<file path="config.mk">
export PLATFORM = sky130hd
export DESIGN_NAME = mem_port_arbiter
export DESIGN_NICKNAME = d
export VERILOG_FILES = /design/src/rtl/mem_port_arbiter_pkg.sv /design/src/rtl/mem_port_arbiter.sv
export SDC_FILE = /design/constraint.sdc
export NUM_CORES = 1
export LEC_CHECK = 0
export ABC_AREA = 1
export BUFFER_PORTS_ARGS = -buffer_cell sky130_fd_sc_hd__buf_2
export CAP_MARGIN = 20
export CORE_AREA = 8 8 118 120
export CTS_BUF_LIST = sky130_fd_sc_hd__clkbuf_8 sky130_fd_sc_hd__clkbuf_16
export CTS_CLUSTER_SIZE = 24
export DETAILED_ROUTE_END_ITERATION = 7
export DIE_AREA = 0 0 126 128
export GPL_TIMING_DRIVEN = 0
export PLACE_DENSITY = 0.68
export SKIP_LAST_GASP = 1
export SLEW_MARGIN = 0
export SYNTH_ARGS = -nofsm -noshare
export SYNTH_HDL_FRONTEND = slang
export SYNTH_SLANG_ARGS = --single-unit
</file>
<file path="constraint.sdc">
create_clock -name clk -period 1.8 [get_ports clk]
set_input_delay 0.18 -clock clk [delete_from_list [all_inputs] [get_ports clk]]
set_output_delay 0.18 -clock clk [all_outputs]
set_load 0.005 [all_outputs]
</file>
<file path="src/rtl/mem_port_arbiter_pkg.sv">
// Shared encodings for the unified-memory port arbiter.
package mem_port_arbiter_pkg;

  typedef enum logic {
    ARB_IDLE   = 1'b0,
    ARB_ACCESS = 1'b1
  } arb_state_e;

  typedef enum logic {
    OWN_IF = 1'b0,
    OWN_D  = 1'b1
  } owner_e;

  // Instruction fetches are always full-word reads.
  localparam logic [2:0] FUNCT3_LW = 3'b010;

endpackage

</file>
<file path="src/rtl/mem_port_arbiter.sv">
// Arbitrates the single-ported instruction/data memory between the fetch
// port and the load/store port using a req/gnt/rvalid handshake. Data
// accesses win ties unless they have starved a pending fetch for
// MAX_D_BURST consecutive grants.
import mem_port_arbiter_pkg::*;

module mem_port_arbiter #(
  parameter int ADDR_W      = 8,
  parameter int DATA_W      = 32,
  parameter int MEM_LAT     = 1,
  parameter int MAX_D_BURST = 4
) (
  input  logic              clk,
  input  logic              rst,
  // fetch port
  input  logic              if_req,
  input  logic [ADDR_W-1:0] if_addr,
  output logic              if_gnt,
  output logic              if_rvalid,
  output logic [DATA_W-1:0] if_rdata,
  // load/store port
  input  logic              d_req,
  input  logic              d_we,
  input  logic [2:0]        d_funct3,
  input  logic [ADDR_W-1:0] d_addr,
  input  logic [DATA_W-1:0] d_wdata,
  output logic              d_gnt,
  output logic              d_rvalid,
  output logic [DATA_W-1:0] d_rdata,
  // memory side
  output logic              mem_read,
  output logic              mem_write,
  output logic [2:0]        mem_funct3,
  output logic [ADDR_W-1:0] mem_addr,
  output logic [DATA_W-1:0] mem_wdata,
  input  logic [DATA_W-1:0] mem_rdata,
  output logic              busy
);

  localparam int CNT_W    = (MEM_LAT > 1) ? $clog2(MEM_LAT) : 1;
  localparam int STREAK_W = $clog2(MAX_D_BURST + 1);

  localparam logic [CNT_W-1:0]    CNT_INIT   = CNT_W'(MEM_LAT - 1);
  localparam logic [STREAK_W-1:0] STREAK_MAX = STREAK_W'(MAX_D_BURST);

  arb_state_e          state_q, state_d;
  owner_e              owner_q;
  logic [CNT_W-1:0]    cnt_q;
  logic [STREAK_W-1:0] streak_q;
  logic                grant_if, grant_d;
  logic                access_done;

  assign access_done = (state_q == ARB_ACCESS) && (cnt_q == '0);
  assign if_gnt      = grant_if;
  assign d_gnt       = grant_d;

  // State register.
  always_ff @(posedge clk or negedge rst) begin
    // NOTE: sequential state uses non-blocking assignments so every register
    // samples pre-edge values regardless of process ordering.
    if (!rst) state_q <= ARB_IDLE;
    else      state_q <= state_d;
  end

  // Next-state: leave IDLE on any grant, leave ACCESS when the hold expires.
  always_comb begin
    // NOTE: default assignment first so no path leaves state_d unassigned,
    // which would infer a latch.
    state_d = state_q;
    unique case (state_q)
      ARB_IDLE:   if (grant_if || grant_d) state_d = ARB_ACCESS;
      ARB_ACCESS: if (access_done)         state_d = ARB_IDLE;
      default:    state_d = ARB_IDLE;
    endcase
  end

  // Grant decision: only in IDLE, fetch forced once the data streak saturates.
  always_comb begin
    grant_if = 1'b0;
    grant_d  = 1'b0;
    if (rst && state_q == ARB_IDLE) begin
      if (d_req && if_req && streak_q == STREAK_MAX) grant_if = 1'b1;
      else if (d_req)                                 grant_d  = 1'b1;
      else if (if_req)                                grant_if = 1'b1;
    end
  end

  // Access datapath: latch the winner onto the memory bus, hold it for
  // MEM_LAT cycles, then return read data to the owner with a one-cycle pulse.
  // mem_write doubles as the latched store flag for the completion.
  always_ff @(posedge clk or negedge rst) begin
    if (!rst) begin
      owner_q    <= OWN_IF;
      cnt_q      <= '0;
      mem_read   <= 1'b0;
      mem_write  <= 1'b0;
      mem_funct3 <= '0;
      mem_addr   <= '0;
      mem_wdata  <= '0;
      busy       <= 1'b0;
      if_rvalid  <= 1'b0;
      d_rvalid   <= 1'b0;
      if_rdata   <= '0;
      d_rdata    <= '0;
    end else begin
      if_rvalid <= 1'b0;
      d_rvalid  <= 1'b0;
      if (grant_d) begin
        owner_q    <= OWN_D;
        cnt_q      <= CNT_INIT;
        mem_read   <= !d_we;
        mem_write  <= d_we;
        mem_funct3 <= d_funct3;
        mem_addr   <= d_addr;
        mem_wdata  <= d_wdata;
        busy       <= 1'b1;
      end else if (grant_if) begin
        owner_q    <= OWN_IF;
        cnt_q      <= CNT_INIT;
        mem_read   <= 1'b1;
        mem_write  <= 1'b0;
        mem_funct3 <= FUNCT3_LW;
        mem_addr   <= if_addr;
        mem_wdata  <= '0;
        busy       <= 1'b1;
      end else if (state_q == ARB_ACCESS) begin
        if (cnt_q == '0) begin
          if (owner_q == OWN_IF) begin
            if_rdata  <= mem_rdata;
            if_rvalid <= 1'b1;
          end else begin
            d_rdata  <= mem_write ? '0 : mem_rdata;
            d_rvalid <= 1'b1;
          end
          mem_read   <= 1'b0;
          mem_write  <= 1'b0;
          mem_funct3 <= '0;
          mem_addr   <= '0;
          mem_wdata  <= '0;
          busy       <= 1'b0;
        end else begin
          cnt_q <= cnt_q - CNT_W'(1);
        end
      end
    end
  end

  // Starvation tracking: count data grants that bypassed a waiting fetch.
  always_ff @(posedge clk or negedge rst) begin
    if (!rst) begin
      streak_q <= '0;
    end else if (grant_if) begin
      streak_q <= '0;
    end else if (grant_d) begin
      if (!if_req)                  streak_q <= '0;
      else if (streak_q != STREAK_MAX) streak_q <= streak_q + STREAK_W'(1);
    end
  end

endmodule

</file>
==> run summary <==
Of all nets on the critical path, the largest fanout is 6. The first detailed-routing pass took 5 iterations. The register share of total power was 0.417; the latest clock arrival within the worst-skew pair was 0.42 ns. The share of the cycle needed by the critical path after routing came out at 0.980. For hold timing, the worst endpoint is mem_addr[2].

The clock network fraction of total power was 0.365; the worst setup margin was 0.0362 ns. Capture instance of the worst register-to-register path: mem_wdata[21]. STA puts the critical path data required time at 1.62 ns. After routing, the total negative slack on setup checks comes to 0 ns.

The run gives 4.17 nW as the leakage power total. The total congestion overflow is 0. The relative max-transition margin came out at 0.681. The most used flip-flop cell after synthesis is dfrtp_1. Pin placement for this block handled 202 I/O pins.

In this run the most critical hold path is launched from if_addr[2]. After synthesis the cells add up to 4690 µm². Summed over all nets, the half-perimeter wirelength after detailed placement is 10800 µm. The clock passes through at most 2 buffers. From left edge to right edge, the die measures 126 µm. For the worst flop-to-flop path, the logic depth is 11. The tools report the number of library cell types mapped by synthesis as 17. The maximum number of pins on one net before global-route repair was 53. The DRC violation total after the first TritonRoute iteration is 348, and the via total after detailed routing is 4799. The run finished with clean final reports. Routability-driven placement finished with a final weighted congestion of 0.812. The worst min-delay path class was input pin to flop. 0 antenna diodes ended up in the layout.

For the worst setup path, the data arrival time is 1.58 ns. The power density relative to cell area works out to 1150 nW/µm². Clock tree root buffer cell: clkbuf_16. The area inside the core boundary is 12200 µm². The first global-routing pass estimated 26400 µm of wire. At the placement stage, the worst setup path has a slack of -0.254 ns. Once placement completed, the tool counted placed cells totaling 873. Clock-pin slew was measured on the worst setup and hold paths at 0.05 ns. STA classifies the critical path endpoint as an output port. The mean instance size in the synthesized netlist is 9.00 µm². The number of global-route vias before repair is 5122, and the total number of H-tree levels is 4. The reg-to-reg critical path startpoint was streak_q[0]. The number of synthesized flops with an enable pin works out to 0. Counting instances, the worst hold path has a depth of 3. The worst-case IR drop observed on VDD is 0.536 mV.

The routed wire length was 16400 µm; the total global-route track usage was 0.209. The total CTS buffers was 17; the vertical die dimension was 128 µm. The number of vias per cell came out at 4.86. After floorplanning, the core was divided into 41 placement rows.

Across all hold checks on the routed design, the worst slack comes to 0.0132 ns. The fraction of layout instances using a drive strength above 1 is 0.332, and the net count of the mapped netlist is 611. Post-synthesis sequential area ratio: 0.624. The setup path with the least slack is of type flop to output port. At the end of the flow, the number of nets in the layout was 917. The area growth from synthesis to layout came out at 57.5%.

For the maximum clock frequency, the log shows 567 MHz. The tools report the combinational fraction of design power as 0.218. The count of pins over their slew limit is 0.

Count of clock tree sinks: 117. The average wire per cell in the routed design works out to 16.6 µm. For the pin with the worst max-slew slack, the measured transition is 0.479 ns. The power spent charging and discharging nets was 0.00242 W; the number of standard cells in the layout, taps in and fillers out was 987.

The die covers 16100 µm². Across all register-to-register paths, the minimum setup slack is 0.11 ns. After technology mapping, the gate count stands at 521. The number of synthesized register bits works out to 117.

The kind of start point of the critical path was a flop. Effective utilization at floorplan: 0.384. The internal cell power is 0.00609 W.

During synthesis, Yosys emitted a total of 0 warnings. The tool flagged a number of max-cap violations equal to 0. The count of nets left with antenna violations after detail routing was 0; the count of input and output buffers was 201.

The switching share of total power is 0.285, and the remaining routing DRC violations is 0. TritonCTS built the clock tree. The logs give 0 for the final-report setup violation count and 0.00613 ns for the clock skew after layout.

Number of antenna violations at the first check in global routing: 0. The share of flip-flops with an asynchronous set or reset after synthesis is 1.00. The final hold violation count is 0, and the post-layout minimum cycle time is 1.76 ns.
metal layers:
layer	vias up	GRT usage	wire (µm)
li1	2259	-	-
met1	2262	0.232	6440
met2	248	0.340	7830
met3	30	0.0957	1790
met4	0	0.0870	317
met5	-	0	0
timing repair:
action | in CTS | in global routing
hold buffers | 74 | 0
setup buffers | 2 | 9
setup endpoints to repair | 2 | 2
resized for setup | 5 | 8
cloned | 1 | 0
hold endpoints to repair | 120 | 0
pin swaps | 1 | 4
power by group through the flow:
stage	combinational [W]	sequential [W]	clock, W
3_5_place_dp	0.00166	0.00357	0
2_1_floorplan	0.000638	0.00358	0
5_1_grt	0.00209	0.00362	0.00328
6_report	0.00186	0.00355	0.00311
4_1_cts	0.00183	0.00354	0.00315
3_3_place_gp	0.00162	0.00354	0
metrics by stage:
stage | util | area (µm²) | power (W)
final | 0.605 | 7390 | 0.00851
after global routing | 0.605 | 7390 | 0.00899
after detailed placement | 0.485 | 5920 | 0.00523
after global placement | 0.482 | 5880 | 0.00516
after CTS | 0.598 | 7300 | 0.00852
after floorplan | - | 4690 | 0.00422
how the worst max path moves through the flow:
stage / startpoint / slack (ns) / end
5_1_grt: streak_q[0] / -0.02 / d_gnt
4_1_cts: streak_q[0] / -0.05 / if_gnt
3_3_place_gp: rst / -1.54 / if_gnt
6_report: streak_q[0] / 0.04 / d_gnt
3_5_place_dp: rst / -0.25 / if_gnt
2_1_floorplan: streak_q[0] / 0.56 / mem_wdata[23]
registers in the layout, indices dropped and copies added (netlist names):
signal      count
owner_q         1
if_rvalid       1
d_rdata        32
mem_wdata      32
if_rdata       32
mem_read        1
d_rvalid        1
mem_addr        8
mem_write       1
streak_q        3
mem_funct3      3
state_q         1
busy            1
critical path: stages, from the launching register on:
cell     delay (ns)
dfrtp_1        0.38
inv_2          0.07
ha_2           0.19
nand2_4        0.06
nor2_2         0.14
nor2_2         0.06
buf_6          0.13
buf_2          0.13
synth_stat cells, types with 2 or more instances:
cell,count,share of area
ha_1,2,0.0053
nand3_1,65,0.069
nor2_1,5,0.0040
nand2_1,239,0.19
inv_2,2,0.0016
o21ai_0,35,0.037
clkbuf_1,6,0.0048
buf_6,6,0.014
buf_4,3,0.0048
buf_2,15,0.016
inv_1,17,0.014
dfrtp_1,117,0.62
o31ai_1,5,0.0080
cell families after synthesis:
family                   count (synthesis)  share of synthesized area
buffers and inverters                   50                     0.0560
AO/OA/AOI/OAI                           42                     0.0483
adder cells (fa/ha/maj)                  2                    0.00534
flip-flops                             117                      0.624
AND/OR/NAND/NOR                        310                      0.266
cell type report:
cell class / count / area (µm²)
fill: 997 / 4820
sequential: 117 / 2930
timing repair buffer: 288 / 1940
multi-input combinational: 354 / 1530
clock buffer: 21 / 480
tap: 150 / 188
buffer: 29 / 180
inverter: 20 / 75.1
clock inverter: 8 / 61.3
cell usage in the layout, fill, tap and decap left out, types with 2 or more instances in the layout:
master	netlist	final
nand2_4	0	2
o31ai_1	5	5
inv_2	2	4
inv_1	17	18
clkbuf_1	6	6
nand3_1	65	65
dfrtp_1	117	117
dlygate4sd3_1	0	71
nand2_1	239	236
buf_16	0	3
buf_4	3	13
o21ai_0	35	35
nor2_1	5	3
clkbuf_16	0	17
clkbuf_8	0	4
clkinv_2	0	4
nor2_2	1	2
buf_2	15	215
buf_6	6	6
Power figures use the tool's default switching activity.
